===== config.mk =====
export PLATFORM = sky130hd
export DESIGN_NAME = lsu_ctrl
export DESIGN_NICKNAME = d
export VERILOG_FILES = /design/src/rtl/lsu_ctrl_pkg.sv /design/src/rtl/lsu_ctrl_align.sv /design/src/rtl/lsu_ctrl.sv
export SDC_FILE = /design/constraint.sdc
export NUM_CORES = 1
export LEC_CHECK = 0
export CAP_MARGIN = 20
export CORE_MARGIN = 2
export CORE_UTILIZATION = 43
export DETAILED_ROUTE_END_ITERATION = 10
export PLACE_DENSITY = 0.81
export SLEW_MARGIN = 40
export SYNTH_ARGS = -nofsm -noshare
export SYNTH_HDL_FRONTEND = slang
export SYNTH_HIERARCHICAL = 1
export SYNTH_SLANG_ARGS = --single-unit

===== constraint.sdc =====
create_clock -name clk_i -period 2.52 [get_ports clk_i]
set_clock_uncertainty 0.15 [all_clocks]
set_input_delay 0.252 -clock clk_i [delete_from_list [all_inputs] [get_ports clk_i]]
set_output_delay 0.252 -clock clk_i [all_outputs]
set_load 0.03 [all_outputs]

===== src/rtl/lsu_ctrl_pkg.sv =====
// Shared types for the load/store unit: memory op encoding, LSU FSM states
// and small decode helpers used by the controller and the alignment logic.
package lsu_ctrl_pkg;

    // Op encoding: {prefix[1:0], unsigned, size[1:0]}
    localparam int         MEM_OP_BITS = 5;
    localparam logic [1:0] LOAD_PRFX   = 2'b01;
    localparam logic [1:0] STORE_PRFX  = 2'b10;

    typedef enum logic [MEM_OP_BITS-1:0] {
        MEM_NOP = 5'b00_0_00,
        LB      = 5'b01_0_00,
        LH      = 5'b01_0_01,
        LW      = 5'b01_0_10,
        LBU     = 5'b01_1_00,
        LHU     = 5'b01_1_01,
        SB      = 5'b10_0_00,
        SH      = 5'b10_0_01,
        SW      = 5'b10_0_10
    } mem_op_t;

    localparam logic [1:0] SZ_B = 2'd0;
    localparam logic [1:0] SZ_H = 2'd1;
    localparam logic [1:0] SZ_W = 2'd2;

    typedef enum logic [1:0] {
        LSU_IDLE,
        LSU_REQ,
        LSU_RESP,
        LSU_DONE
    } lsu_state_t;

    localparam int LSU_TIMEOUT_DEFAULT = 16;

    function automatic logic is_load(mem_op_t op);
        logic [MEM_OP_BITS-1:0] b;
        b = op;
        return b[MEM_OP_BITS-1 -: 2] == LOAD_PRFX;
    endfunction

    function automatic logic is_store(mem_op_t op);
        logic [MEM_OP_BITS-1:0] b;
        b = op;
        return b[MEM_OP_BITS-1 -: 2] == STORE_PRFX;
    endfunction

    function automatic logic [1:0] op_size(mem_op_t op);
        logic [MEM_OP_BITS-1:0] b;
        b = op;
        return b[1:0];
    endfunction

endpackage


===== src/rtl/lsu_ctrl_align.sv =====
// Combinational byte-lane steering: byte enables, lane-replicated store
// data and the misalignment flag for one memory op at a given offset.
module lsu_align
    import lsu_ctrl_pkg::*;
(
    input  mem_op_t     op,
    input  logic [1:0]  off,
    input  logic [31:0] wdata,
    output logic [3:0]  be,
    output logic [31:0] wdata_al,
    output logic        misalign
);

    // Decode access size into lane enables and replicated data
    always_comb begin
        be       = 4'b1111;
        wdata_al = wdata;
        misalign = 1'b0;
        case (op_size(op))
            SZ_B: begin
                be       = 4'b0001 << off;
                wdata_al = {4{wdata[7:0]}};
            end
            SZ_H: begin
                be       = off[1] ? 4'b1100 : 4'b0011;
                wdata_al = {2{wdata[15:0]}};
                misalign = off[0];
            end
            default: begin
                be       = 4'b1111;
                wdata_al = wdata;
                misalign = |off;
            end
        endcase
    end

endmodule


===== src/rtl/lsu_ctrl.sv =====
// MEM-stage load/store sequencer. Takes one op at a time, runs a
// req/gnt/rvalid bus transaction, and stalls upstream until it finishes.
// Misaligned ops complete without touching the bus; a cycle counter turns
// a hung bus into a bus error; a flush mid-transaction drains the response
// silently.
module lsu_ctrl
    import lsu_ctrl_pkg::*;
#(
    parameter int TIMEOUT_CYCLES = LSU_TIMEOUT_DEFAULT
) (
    input  logic        clk_i,
    input  logic        rst_i,
    input  logic        valid_i,
    input  mem_op_t     mem_op_i,
    input  logic [31:0] addr_i,
    input  logic [31:0] wdata_i,
    input  logic        flush_i,
    output logic        stall_o,
    output logic        done_o,
    output logic [31:0] rdata_o,
    output logic [1:0]  addr_offset_o,
    output logic        misalign_o,
    output logic        bus_err_o,
    output logic        dmem_req_o,
    output logic        dmem_we_o,
    output logic [3:0]  dmem_be_o,
    output logic [31:0] dmem_addr_o,
    output logic [31:0] dmem_wdata_o,
    input  logic        dmem_gnt_i,
    input  logic        dmem_rvalid_i,
    input  logic [31:0] dmem_rdata_i
);

    localparam int               CNT_W    = $clog2(TIMEOUT_CYCLES + 2);
    localparam logic [CNT_W-1:0] TO_LIMIT = CNT_W'(TIMEOUT_CYCLES);
    localparam bit               TO_EN    = (TIMEOUT_CYCLES != 0);

    lsu_state_t       state_q, state_d;
    logic             is_ld_q;
    logic [1:0]       off_q;
    logic             kill_q;
    logic             mis_q;
    logic             err_q;
    logic [31:0]      rdata_q;
    logic [CNT_W-1:0] cnt_q;
    logic [CNT_W-1:0] cnt_inc;

    logic             accept;
    logic             timeout;
    logic             timeout_hit;
    logic             resp_hit;
    logic [3:0]       be_al;
    logic [31:0]      wdata_al;
    logic             mis_al;

    lsu_align u_align (
        .op       (mem_op_i),
        .off      (addr_i[1:0]),
        .wdata    (wdata_i),
        .be       (be_al),
        .wdata_al (wdata_al),
        .misalign (mis_al)
    );

    assign accept      = (state_q == LSU_IDLE) && valid_i && !flush_i &&
                         (is_load(mem_op_i) || is_store(mem_op_i));
    assign cnt_inc     = cnt_q + 1'b1;
    assign timeout     = TO_EN && (cnt_inc == TO_LIMIT);
    assign resp_hit    = (state_q == LSU_RESP) && dmem_rvalid_i;
    // A response in the same cycle as the limit still counts as a completion
    assign timeout_hit = timeout &&
                         (((state_q == LSU_REQ) && !dmem_gnt_i) ||
                          ((state_q == LSU_RESP) && !dmem_rvalid_i));

    // State register
    always_ff @(posedge clk_i) begin
        if (rst_i) state_q <= LSU_IDLE;
        else       state_q <= state_d;
    end

    // Next-state: a killed transaction drains to IDLE instead of DONE
    always_comb begin
        state_d = state_q;
        case (state_q)
            LSU_IDLE: begin
                if (accept) state_d = mis_al ? LSU_DONE : LSU_REQ;
            end
            LSU_REQ: begin
                if (flush_i && !dmem_gnt_i) state_d = LSU_IDLE;
                else if (dmem_gnt_i)        state_d = LSU_RESP;
                else if (timeout)           state_d = LSU_DONE;
            end
            LSU_RESP: begin
                if (dmem_rvalid_i || timeout)
                    state_d = (kill_q || flush_i) ? LSU_IDLE : LSU_DONE;
            end
            default: state_d = LSU_IDLE;
        endcase
    end

    // Outputs: DONE reports the latched result unless flushed in that cycle
    always_comb begin
        stall_o       = accept || (state_q == LSU_REQ) || (state_q == LSU_RESP);
        done_o        = (state_q == LSU_DONE) && !flush_i;
        misalign_o    = done_o && mis_q;
        bus_err_o     = done_o && err_q;
        rdata_o       = rdata_q;
        addr_offset_o = off_q;
    end

    // Timeout counter and kill flag
    always_ff @(posedge clk_i) begin
        if (rst_i) begin
            cnt_q  <= '0;
            kill_q <= 1'b0;
        end else begin
            if (accept)
                cnt_q <= '0;
            else if ((state_q == LSU_REQ) || (state_q == LSU_RESP))
                cnt_q <= cnt_inc;

            if (state_d == LSU_IDLE)
                kill_q <= 1'b0;
            else if (flush_i && (((state_q == LSU_REQ) && dmem_gnt_i) ||
                                 (state_q == LSU_RESP)))
                kill_q <= 1'b1;
        end
    end

    // Latched op, result and flags
    always_ff @(posedge clk_i) begin
        if (rst_i) begin
            is_ld_q <= 1'b0;
            off_q   <= 2'b00;
            mis_q   <= 1'b0;
            err_q   <= 1'b0;
            rdata_q <= '0;
        end else if (accept) begin
            is_ld_q <= is_load(mem_op_i);
            off_q   <= addr_i[1:0];
            mis_q   <= mis_al;
            err_q   <= 1'b0;
            rdata_q <= '0;
        end else if (resp_hit) begin
            rdata_q <= is_ld_q ? (dmem_rdata_i >> {off_q, 3'b000}) : '0;
        end else if (timeout_hit) begin
            err_q   <= 1'b1;
            rdata_q <= '0;
        end
    end

    // Registered bus outputs, held stable from the latched op
    always_ff @(posedge clk_i) begin
        if (rst_i) begin
            dmem_req_o   <= 1'b0;
            dmem_we_o    <= 1'b0;
            dmem_be_o    <= 4'b0000;
            dmem_addr_o  <= '0;
            dmem_wdata_o <= '0;
        end else begin
            dmem_req_o <= (state_d == LSU_REQ);
            if (accept) begin
                dmem_we_o    <= is_store(mem_op_i);
                dmem_be_o    <= be_al;
                dmem_addr_o  <= {addr_i[31:2], 2'b00};
                dmem_wdata_o <= wdata_al;
            end
        end
    end

endmodule

==> results of run 1 <==
-- state kept, by name, indices dropped and copies added, names as in the netlist, 2 cells and up --
signal         flops
dmem_be_o          4
cnt_q              5
dmem_wdata_o      32
rdata_o           32
dmem_addr_o       30
addr_offset_o      2
state_q            2
-- Yosys cell counts, types with 2 or more instances --
cell / count
mux2i_1: 25
and2_1: 2
nor2b_1: 4
xor2_1: 3
buf_2: 8
nor2_1: 15
clkbuf_1: 27
buf_6: 3
mux2_1: 8
o21ai_2: 6
o21ai_1: 3
o21bai_1: 6
a21oi_1: 78
nor3_1: 2
nand4_1: 2
buf_4: 12
o21ai_0: 16
nand3_1: 2
nor3b_1: 2
ha_1: 8
nand2_1: 169
a22o_1: 33
mux2_2: 17
inv_1: 8
dfxtp_1: 113
-- layer usage --
layer  up-vias  share of wire, %  track usage, %
met1      2309                39            27.0
li1       2430                 -               -
met4         0               2.5            9.51
met3        31                11            11.1
met2       256                47            41.9
met5         -                 0               0
-- final timing paths --
kind	start	to	slack, ps	depth (start not counted)
setup / recovery	mem_op_i[3]	dmem_req_o	110	9
hold / removal	addr_i[8]	dmem_addr_o[8]	250	3
setup reg to reg	cnt_q[0]	dmem_req_o	360	6
hold reg to reg	dmem_wdata_o[22]	dmem_wdata_o[22]	300	2
-- power by group --
part | leakage (nW) | internal [mW] | switching (mW)
logic | 1.71 | 0.417 | 0.451
registers | 0.916 | 1.86 | 0.0461
clock network | 0.272 | 1.41 | 0.763
-- stage by stage --
step	cell area, um2	hold slack [ps]	power, mW	utilization (%)	setup TNS (ps)
global placement	7330	292	2.78	63.9	-4420
detailed placement	7330	296	2.79	63.9	-6580
floorplan	5060	192	2.39	-	0
finish	7880	248	4.94	68.7	0
CTS	7870	231	4.98	68.6	0
global route	7880	242	5.14	68.7	-38.0
-- logic make-up (layout without fill, tap and decap cells) --
family                   after synthesis  in the layout  synth area share (%)
AO/OA/AOI/OAI                        151            151                  18.9
XOR/XNOR                               4              4                 0.693
adder cells (fa/ha/maj)                8              8                  1.98
buffers and inverters                 59            272                  5.91
flip-flops                           113            113                  44.7
multiplexers                          50             50                  10.5
other                                  1              2                0.0741
AND/OR/NAND/NOR                      208            208                  17.2
-- worst register-to-register path: stages, from the launching register on --
cell,delay [ps]
dfxtp_1,420
ha_1,250
nand2_1,180
a22o_1,230
a221o_1,350
a311oi_2,250
nor4b_2,240
-- area by class of cell --
class                   instances  area (um2)  area share (%)
clock inverters                 7        60.1           0.762
inverters                       8        30.0           0.381
flip-flops and latches        113        2260            28.7
well taps                     143         179            2.27
multi-input cells             423        2530            32.1
clock buffers                  23         478            6.07
repair buffers                234        2340            29.7
-- what timing repair did --
item | 4_1_cts | 5_1_grt
hold buffers | 0 | 0
endpoints found under the setup margin | 0 | 4
resized for setup | 0 | 4
==> impl_metrics.json, run 1 <==
{
  "fin_crit_sh_pct": 95.8,
  "synth_top_area_share_pct": 44.7,
  "path_cells": "clkdlybuf4s50_1, inv_1, ha_1, nor3b_2, buf_4, mux2_2, a221o_1, a311oi_2, nor4b_2",
  "min_path_type": "primary input to register",
  "syn_inst": 594,
  "cpPeakStageDelay_ps": 470,
  "max-cap-violations": 0,
  "worstPathArrival_ps": 2580,
  "fin_ws_ps": 107,
  "nFillCells": 859,
  "std_cell_rows": 39,
  "synth_top_area_cell": "dfxtp_1",
  "syn2layout_area_growth_pct": 55.7,
  "grt_pass1_vias": 5040,
  "avgViaCountPerCell": 5.28,
  "drt_pass1_iterations": 8,
  "path_max_fanout": 3,
  "netlist_area_um2": 5060,
  "htreeDepth": 4,
  "hold_viol": 0,
  "post_cts_buffers": 0,
  "drive_gt1_share_pct": 10.8,
  "place.gp.congestion": 0.899,
  "dp.cells": 921,
  "synth_cell_type_count": 47,
  "track_usage_pct": 24.6,
  "clock-sinks": 113,
  "drt_wl_total_mm": 15.6,
  "cts-buffers-inserted": 17,
  "final_common_cell": "clkdlybuf4s50_1",
  "worst-setup-path-type": "primary input to register",
  "fp.coreArea_um2": 11500,
  "setup_viol": 0,
  "end_kind": "register",
  "fmax_mhz": 414,
  "port_buffers": 211,
  "clk_path_buf_depth": 2,
  "yosysWarnings": 6,
  "drtAntennaViolNets": 0,
  "synth_edf_count": 0,
  "hpwl_mm": 11.1,
  "slowest_stage": "clkdlybuf4s50_1",
  "cts.reportedPaths.clkPinSlew_ps": 50,
  "ys_seq_area_share_pct": 44.7,
  "maxSlewHeadroom_pct": 46.4,
  "critical_path_buf_inv_count": 3,
  "wl_per_cell_um": 16.4,
  "die_x_um": 112,
  "diodes": 0,
  "via_count": 5026,
  "tritoncts": "done",
  "start_kind": "primary input",
  "layout_min_cycle_time_ps": 2410,
  "path_delay_family": "buffers and inverters",
  "ioPinCount": 215,
  "mostFrequentLayoutCells": "207 x clkdlybuf4s50_1, 168 x nand2_1, 111 x dfxtp_1, 77 x a21oi_1, 33 x a22o_1",
  "async_flop_share_pct": 0,
  "drt_iter0_drc": 400,
  "cellLeakagePower_nw": 2.90,
  "max-vdd-ir-drop_mv": 0.467,
  "status": "finished, final reports clean",
  "ys_ff_latch": 113,
  "synth_ff_type": "dfxtp_1",
  "floorplan.initialDensity_pct": 44.1,
  "synth.area.top_cells": "dfxtp_1 45%, nand2_1 13%, a21oi_1 7.7%",
  "final_cell_count_no_fill": 951,
  "syn_area_per_cell_um2": 8.52,
  "grt_start_max_net_pins": 76,
  "grt_overflow": 0,
  "die_h_um": 112,
  "antenna_found_initial": 0,
  "tightest_slew_ps": 804,
  "finalMaxSlewViolations": 0,
  "clk_latency_ps": 400,
  "ctsRootBufferMaster": "clkbuf_16",
  "die_area_um2": 12700,
  "pre_cts_slack_ps": -294,
  "drc": 0,
  "required_ps": 2690,
  "nets": 912,
  "grt_pass1_wl_mm": 25.0,
  "p_per_area_nw_per_um2": 627
}
Note: power is estimated with default switching activity, not from simulation.
==> run 2: changes to the inputs <==
--- a/config.mk
+++ b/config.mk
@@ -6,12 +6,12 @@
 export NUM_CORES = 1
 export LEC_CHECK = 0
 export CAP_MARGIN = 20
+export CORE_ASPECT_RATIO = 0.75
 export CORE_MARGIN = 2
-export CORE_UTILIZATION = 43
+export CORE_UTILIZATION = 42
 export DETAILED_ROUTE_END_ITERATION = 10
-export PLACE_DENSITY = 0.81
+export PLACE_DENSITY = 0.8
 export SLEW_MARGIN = 40
 export SYNTH_ARGS = -nofsm -noshare
 export SYNTH_HDL_FRONTEND = slang
-export SYNTH_HIERARCHICAL = 1
 export SYNTH_SLANG_ARGS = --single-unit
==> run 2 against run 1 <==
Clock power is 13% higher. Power is 6.1% higher. Via count is 0.52% higher. Largest power group unchanged. Largest cell class unchanged. Register-to-register slack worse by 200 ps. Combinational power is 0.9% higher. Non-clock buffer count is 1 lower. Final cell count is 0.84% higher. Sequential share of layout area hardly changed. Synthesized cell count is 3.2% lower.
==> impl_metrics.json, run 2 <==
{
  "status": "finished, final reports clean",
  "max-vdd-ir-drop_mv": 0.491,
  "drt_iter0_drc": 362,
  "floorplan.initialDensity_pct": 42.8,
  "required_ps": 2120,
  "synthSimpleGateAreaFrac_pct": 17.5,
  "mostFrequentLayoutCells": "206 x clkdlybuf4s50_1, 136 x nand2_1, 113 x dfxtp_1, 59 x a21oi_1, 36 x o21ai_0",
  "synthXorXnorAreaFrac_pct": 0.710,
  "maxSlewHeadroom_pct": 44.6,
  "cts-buffers-inserted": 17,
  "worstHoldStart": "rst_i",
  "synth_edf_count": 0,
  "syn2layout_area_growth_pct": 59.5,
  "wl_per_cell_um": 16.8,
  "std_cell_rows": 34,
  "drtAntennaViolNets": 0,
  "fp.coreArea_um2": 11500,
  "synth_cell_type_count": 46,
  "p_per_area_nw_per_um2": 665,
  "multi_input_area_um2": 2460,
  "finalMaxSlewViolations": 0,
  "synth_top_area_share_pct": 45.8,
  "place.gp.congestion": 0.929,
  "post_cts_resized": 3,
  "drt_wl_total_mm": 16.1,
  "path_delay_family": "simple AND/OR/NAND/NOR gates",
  "clock-sinks": 113,
  "clk_latency_ps": 400,
  "antenna_found_initial": 0,
  "drc": 0,
  "syn_inst": 575,
  "critical_path_buf_inv_count": 2,
  "htreeDepth": 4,
  "worst-setup-path-type": "register to primary output",
  "cpPeakStageDelay_ps": 490,
  "grt_start_max_net_pins": 76,
  "tritoncts": "done",
  "drive_gt1_share_pct": 9.28,
  "syn_area_per_cell_um2": 8.58,
  "cp-startpoint": "state_q[1]",
  "nFillCells": 885,
  "synth.area.top_cells": "dfxtp_1 46%, nand2_1 10%, mux2i_1 6.7%",
  "die_h_um": 97.9,
  "synth_top_area_cell": "dfxtp_1",
  "grt_pass1_vias": 4915,
  "synth_mux_area_share_pct": 8.52,
  "via_count": 5052,
  "end_kind": "primary output",
  "diodes": 0,
  "path_max_fanout": 6,
  "nets": 899,
  "grt_pass1_wl_mm": 25.3,
  "fin_ws_ps": 61.5,
  "tightest_slew_ps": 831,
  "clk_path_buf_depth": 2,
  "async_flop_share_pct": 0,
  "start_kind": "register",
  "layout_min_cycle_time_ps": 2460,
  "slowest_stage": "dfxtp_1",
  "synth_fa_ha_area_share_pct": 2.03,
  "pre_cts_slack_ps": -40.8,
  "track_usage_pct": 25.5,
  "drt_pass1_iterations": 5,
  "holdWs_ps": 150,
  "synth_top_family_by_area": "compound AO/OA/AOI/OAI gates",
  "worstPathArrival_ps": 2060,
  "synth_compound_area_share_pct": 20.7,
  "fmax_mhz": 407,
  "synth_common_cells": "137 x nand2_1, 113 x dfxtp_1, 59 x a21oi_1",
  "max-cap-violations": 0,
  "die_x_um": 129,
  "ctsHoldBuffers": 0,
  "final_common_cell": "clkdlybuf4s50_1",
  "yosysMostFrequentCell": "nand2_1",
  "register_area_um2": 2260,
  "cellLeakagePower_nw": 2.86,
  "die_area_um2": 12600,
  "ys_ff_latch": 113,
  "ctsRootBufferMaster": "clkbuf_16",
  "grt_overflow": 0,
  "synth_ff_type": "dfxtp_1",
  "fin_crit_sh_pct": 97.6,
  "netlist_area_um2": 4940,
  "yosysWarnings": 0,
  "setup_viol": 0,
  "path_cells": "inv_1, ha_1, and4bb_4, or3_1, buf_4",
  "ioPinCount": 215,
  "rsz0062_at_grt": "false",
  "avgViaCountPerCell": 5.27,
  "hpwl_mm": 11.8,
  "ys_seq_area_share_pct": 45.8,
  "hold_viol": 0,
  "r2r_start": "state_q[0]",
  "cts.reportedPaths.clkPinSlew_ps": 50,
  "post_cts_buffers": 0,
  "min_path_type": "primary input to register",
  "port_buffers": 211
}
[run 2: changes by cell type after synthesis, sizes merged, moves of 9 or more]
cell	previous run	this run
a211oi	0	10
buf	24	14
a21oi	79	61
o21ai	25	36
mux2	25	8
nor2	16	32
a311oi	2	11
nand2	169	137
[run 2: final timing paths]
check | to | slack, ps | cells after the start
max | stall_o | 60 | 5
min reg2reg | dmem_addr_o[29] | 300 | 2
min | err_q | 150 | 4
max reg2reg | dmem_req_o | 160 | 6
[run 2: per-stage QoR]
step | utilization, % | area [um2] | power, mW | std cells | TNS [ps]
CTS | 68.3 | 7870 | 5.27 | 959 | 0
floorplan | - | 4940 | 2.39 | 576 | 0
detailed placement | 63.0 | 7260 | 2.81 | 927 | -50.7
finish | 68.3 | 7870 | 5.24 | 959 | 0
global route | 68.3 | 7870 | 5.44 | 959 | 0
global placement | 63.0 | 7260 | 2.78 | 927 | -17.0
[run 2: cell type report]
class / instances / area share (%)
clock buffers: 19 / 5.75
clock inverters: 13 / 2.03
inverters: 9 / 0.429
multi-input cells: 410 / 31.2
flip-flops and latches: 113 / 28.7
well taps: 162 / 2.57
repair buffers: 233 / 29.3
[run 2: logic make-up (layout without fill, tap and decap cells)]
| logic type | count (synthesis) | after routing |
|---|---|---|
| AND/OR/NAND/NOR | 198 | 198 |
| AO/OA/AOI/OAI | 157 | 157 |
| adder cells (fa/ha/maj) | 8 | 8 |
| flip-flops | 113 | 113 |
| XOR/XNOR | 4 | 4 |
| other | 1 | 2 |
| buffers and inverters | 53 | 274 |
| multiplexers | 41 | 41 |
[run 2: metal layers]
metal  global-route usage (%)  wire (um)
met3                     7.67       1120
met5                        0          0
met1                     32.8       6940
met4                     9.45        435
met2                     40.4       7590
[run 2: where the power goes]
group          internal (mW)  leakage [nW]  switching (mW)
combinational          0.408          1.66           0.467
sequential              1.86         0.916          0.0489
clock                   1.60         0.287           0.854
total                   3.87          2.86            1.37
[run 2: worst register-to-register path, delay by kind of cell (launching register included)]
family,cells,cell delay [ps]
AO/OA/AOI/OAI,2,800
flip-flops,1,450
AND/OR/NAND/NOR,2,440
adder cells (fa/ha/maj),1,310
buffers and inverters,1,120
==> run 3: changes to the inputs <==
--- a/config.mk
+++ b/config.mk
@@ -8,9 +8,10 @@
 export CAP_MARGIN = 20
 export CORE_ASPECT_RATIO = 0.75
 export CORE_MARGIN = 2
-export CORE_UTILIZATION = 42
+export CORE_UTILIZATION = 40
 export DETAILED_ROUTE_END_ITERATION = 10
-export PLACE_DENSITY = 0.8
+export PLACE_DENSITY = 0.77
+export SETUP_SLACK_MARGIN = 0.4
 export SLEW_MARGIN = 40
 export SYNTH_ARGS = -nofsm -noshare
 export SYNTH_HDL_FRONTEND = slang
==> run 3 against run 2 <==
Design area increased by 0.60%. Combinational power increased by 4.8%. Maximum frequency increased by 13%. Global-route usage decreased by 1.8 points. Die area increased by 4.8%. Non-clock buffer count increased by 1. Largest cell class unchanged. Final cell count increased by 0.63%. Critical path depth increased by 1.
==> impl_metrics.json, run 3 (synthesized netlist as in run 2, its figures left out) <==
{
  "hpwl_mm": 11.5,
  "track_usage_pct": 23.7,
  "grt_pass1_wl_mm": 24.9,
  "max-cap-violations": 0,
  "wl_per_cell_um": 16.4,
  "clock-sinks": 113,
  "r2r-end": "dmem_req_o",
  "worst-setup-path-type": "register to register",
  "end_kind": "register",
  "cts-buffers-inserted": 17,
  "ioPinCount": 215,
  "dp.cells": 927,
  "worstHoldStart": "rst_i",
  "drive_gt1_share_pct": 10.9,
  "clk_latency_ps": 400,
  "maxSlewHeadroom_pct": 47.1,
  "place_area_um2": 7260,
  "setup_viol": 0,
  "cpPeakStageDelay_ps": 440,
  "hold_depth": 3,
  "cts.reportedPaths.clkPinSlew_ps": 50,
  "htreeDepth": 4,
  "avgViaCountPerCell": 5.16,
  "floorplan.initialDensity_pct": 40.5,
  "die_x_um": 132,
  "p_per_area_nw_per_um2": 631,
  "rsz0062_at_grt": "true",
  "path_cells": "inv_4, ha_2, nor2b_1, a221o_1, a2111oi_4, nor4b_4",
  "nets": 900,
  "critical_path_buf_inv_count": 1,
  "std_cell_rows": 35,
  "path_max_fanout": 9,
  "p_total_mw": 5.00,
  "final_cell_count_no_fill": 965,
  "port_buffers": 211,
  "place.gp.congestion": 0.887,
  "tritoncts": "done",
  "final_common_cell": "clkdlybuf4s50_1",
  "die_area_um2": 13300,
  "slowest_stage": "a2111oi_4",
  "hold_viol": 0,
  "ctsHoldBuffers": 0,
  "worstHoldEndpoint": "cnt_q[1]",
  "worstRegToRegCells": 6,
  "drt_pass1_iterations": 7,
  "start_kind": "register",
  "r2r_start": "state_q[0]",
  "required_ps": 2670,
  "max-vdd-ir-drop_mv": 0.461,
  "antenna_found_initial": 0,
  "syn2layout_area_growth_pct": 60.5,
  "grt_overflow": 0,
  "tightest_slew_ps": 794,
  "drc": 0,
  "status": "finished, final reports clean",
  "grt_pass1_vias": 4918,
  "worstPathArrival_ps": 2340,
  "cellLeakagePower_nw": 2.85,
  "fmax_mhz": 458,
  "postLayoutCellArea_um2": 7920,
  "fin_util_pct": 65.1,
  "die_h_um": 100,
  "fp.coreArea_um2": 12200,
  "rrSetupSlack_ps": 340,
  "drt_wl_total_mm": 15.9,
  "holdWs_ps": 205,
  "path_delay_family": "compound AO/OA/AOI/OAI gates",
  "grt_start_max_net_pins": 76,
  "min_path_type": "primary input to register",
  "finalMaxSlewViolations": 0,
  "layout_min_cycle_time_ps": 2180,
  "via_count": 4976,
  "drt_iter0_drc": 377,
  "clk_path_buf_depth": 2,
  "fin_crit_sh_pct": 86.6,
  "drtAntennaViolNets": 0,
  "ctsRootBufferMaster": "clkbuf_16",
  "mostFrequentLayoutCells": "204 x clkdlybuf4s50_1, 136 x nand2_1, 111 x dfxtp_1, 59 x a21oi_1, 35 x o21ai_0"
}
## run 3: cell count changes in the layout (fill, tap and decap cells not counted), moves of 3 or more
cell / change
inv_1: -3
clkinv_4: +3
ha_1: -3
bufinv_16: -3
## run 3: how the worst max path moves through the flow
stage | start | to | slack [ps] | depth (start not counted)
floorplan | state_q[0] | dmem_req_o | 440 | 7
global placement | mem_op_i[3] | dmem_req_o | -7 | 8
detailed placement | mem_op_i[3] | dmem_req_o | -100 | 8
CTS | state_q[0] | stall_o | 320 | 6
global route | state_q[0] | dmem_req_o | 260 | 6
finish | state_q[0] | dmem_req_o | 340 | 6
## run 3: per-layer routing
metal | vias up | GRT usage [%] | share of wire (%) | routed length [um]
met5 | - | 0 | 0 | 0
met4 | 0 | 10.4 | 2.4 | 376
met3 | 29 | 7.02 | 7.2 | 1140
met2 | 192 | 38.2 | 47 | 7420
met1 | 2334 | 29.8 | 44 | 6930
li1 | 2421 | - | - | -
## run 3: repair_timing
item                       in CTS  in global routing
gates resized for setup        17                 10
setup endpoints to repair      39                 39
pin swaps                       2                  2
buffers inserted                5                  0
## run 3: cell type report
| type | instances | area [um2] |
|---|---|---|
| antenna | 1 | 2.50 |
| clock buffer | 21 | 460 |
| clock inverter | 11 | 83.8 |
| fill | 1011 | 4250 |
| inverter | 9 | 38.8 |
| multi-input combinational | 410 | 2520 |
| sequential | 113 | 2270 |
| tap | 166 | 208 |
| timing repair buffer | 234 | 2340 |
## run 3: metrics by stage
step                      TNS, ps  worst slack [ps]
after floorplan                 0               435
after global placement      -7.31             -7.31
after detailed placement     -335              -100
after CTS                       0               321
after global routing            0               265
final                           0               338
## run 3: worst min-delay path, delay by kind of cell
| kind | cells | cell delay [ps] |
|---|---|---|
| and+or+nand+nor | 2 | 360 |
| buffers and inverters | 1 | 90 |
## run 3: power breakdown
part	internal [mW]	switching, mW
registers	1.86	0.0461
clock network	1.31	0.864
logic	0.434	0.483
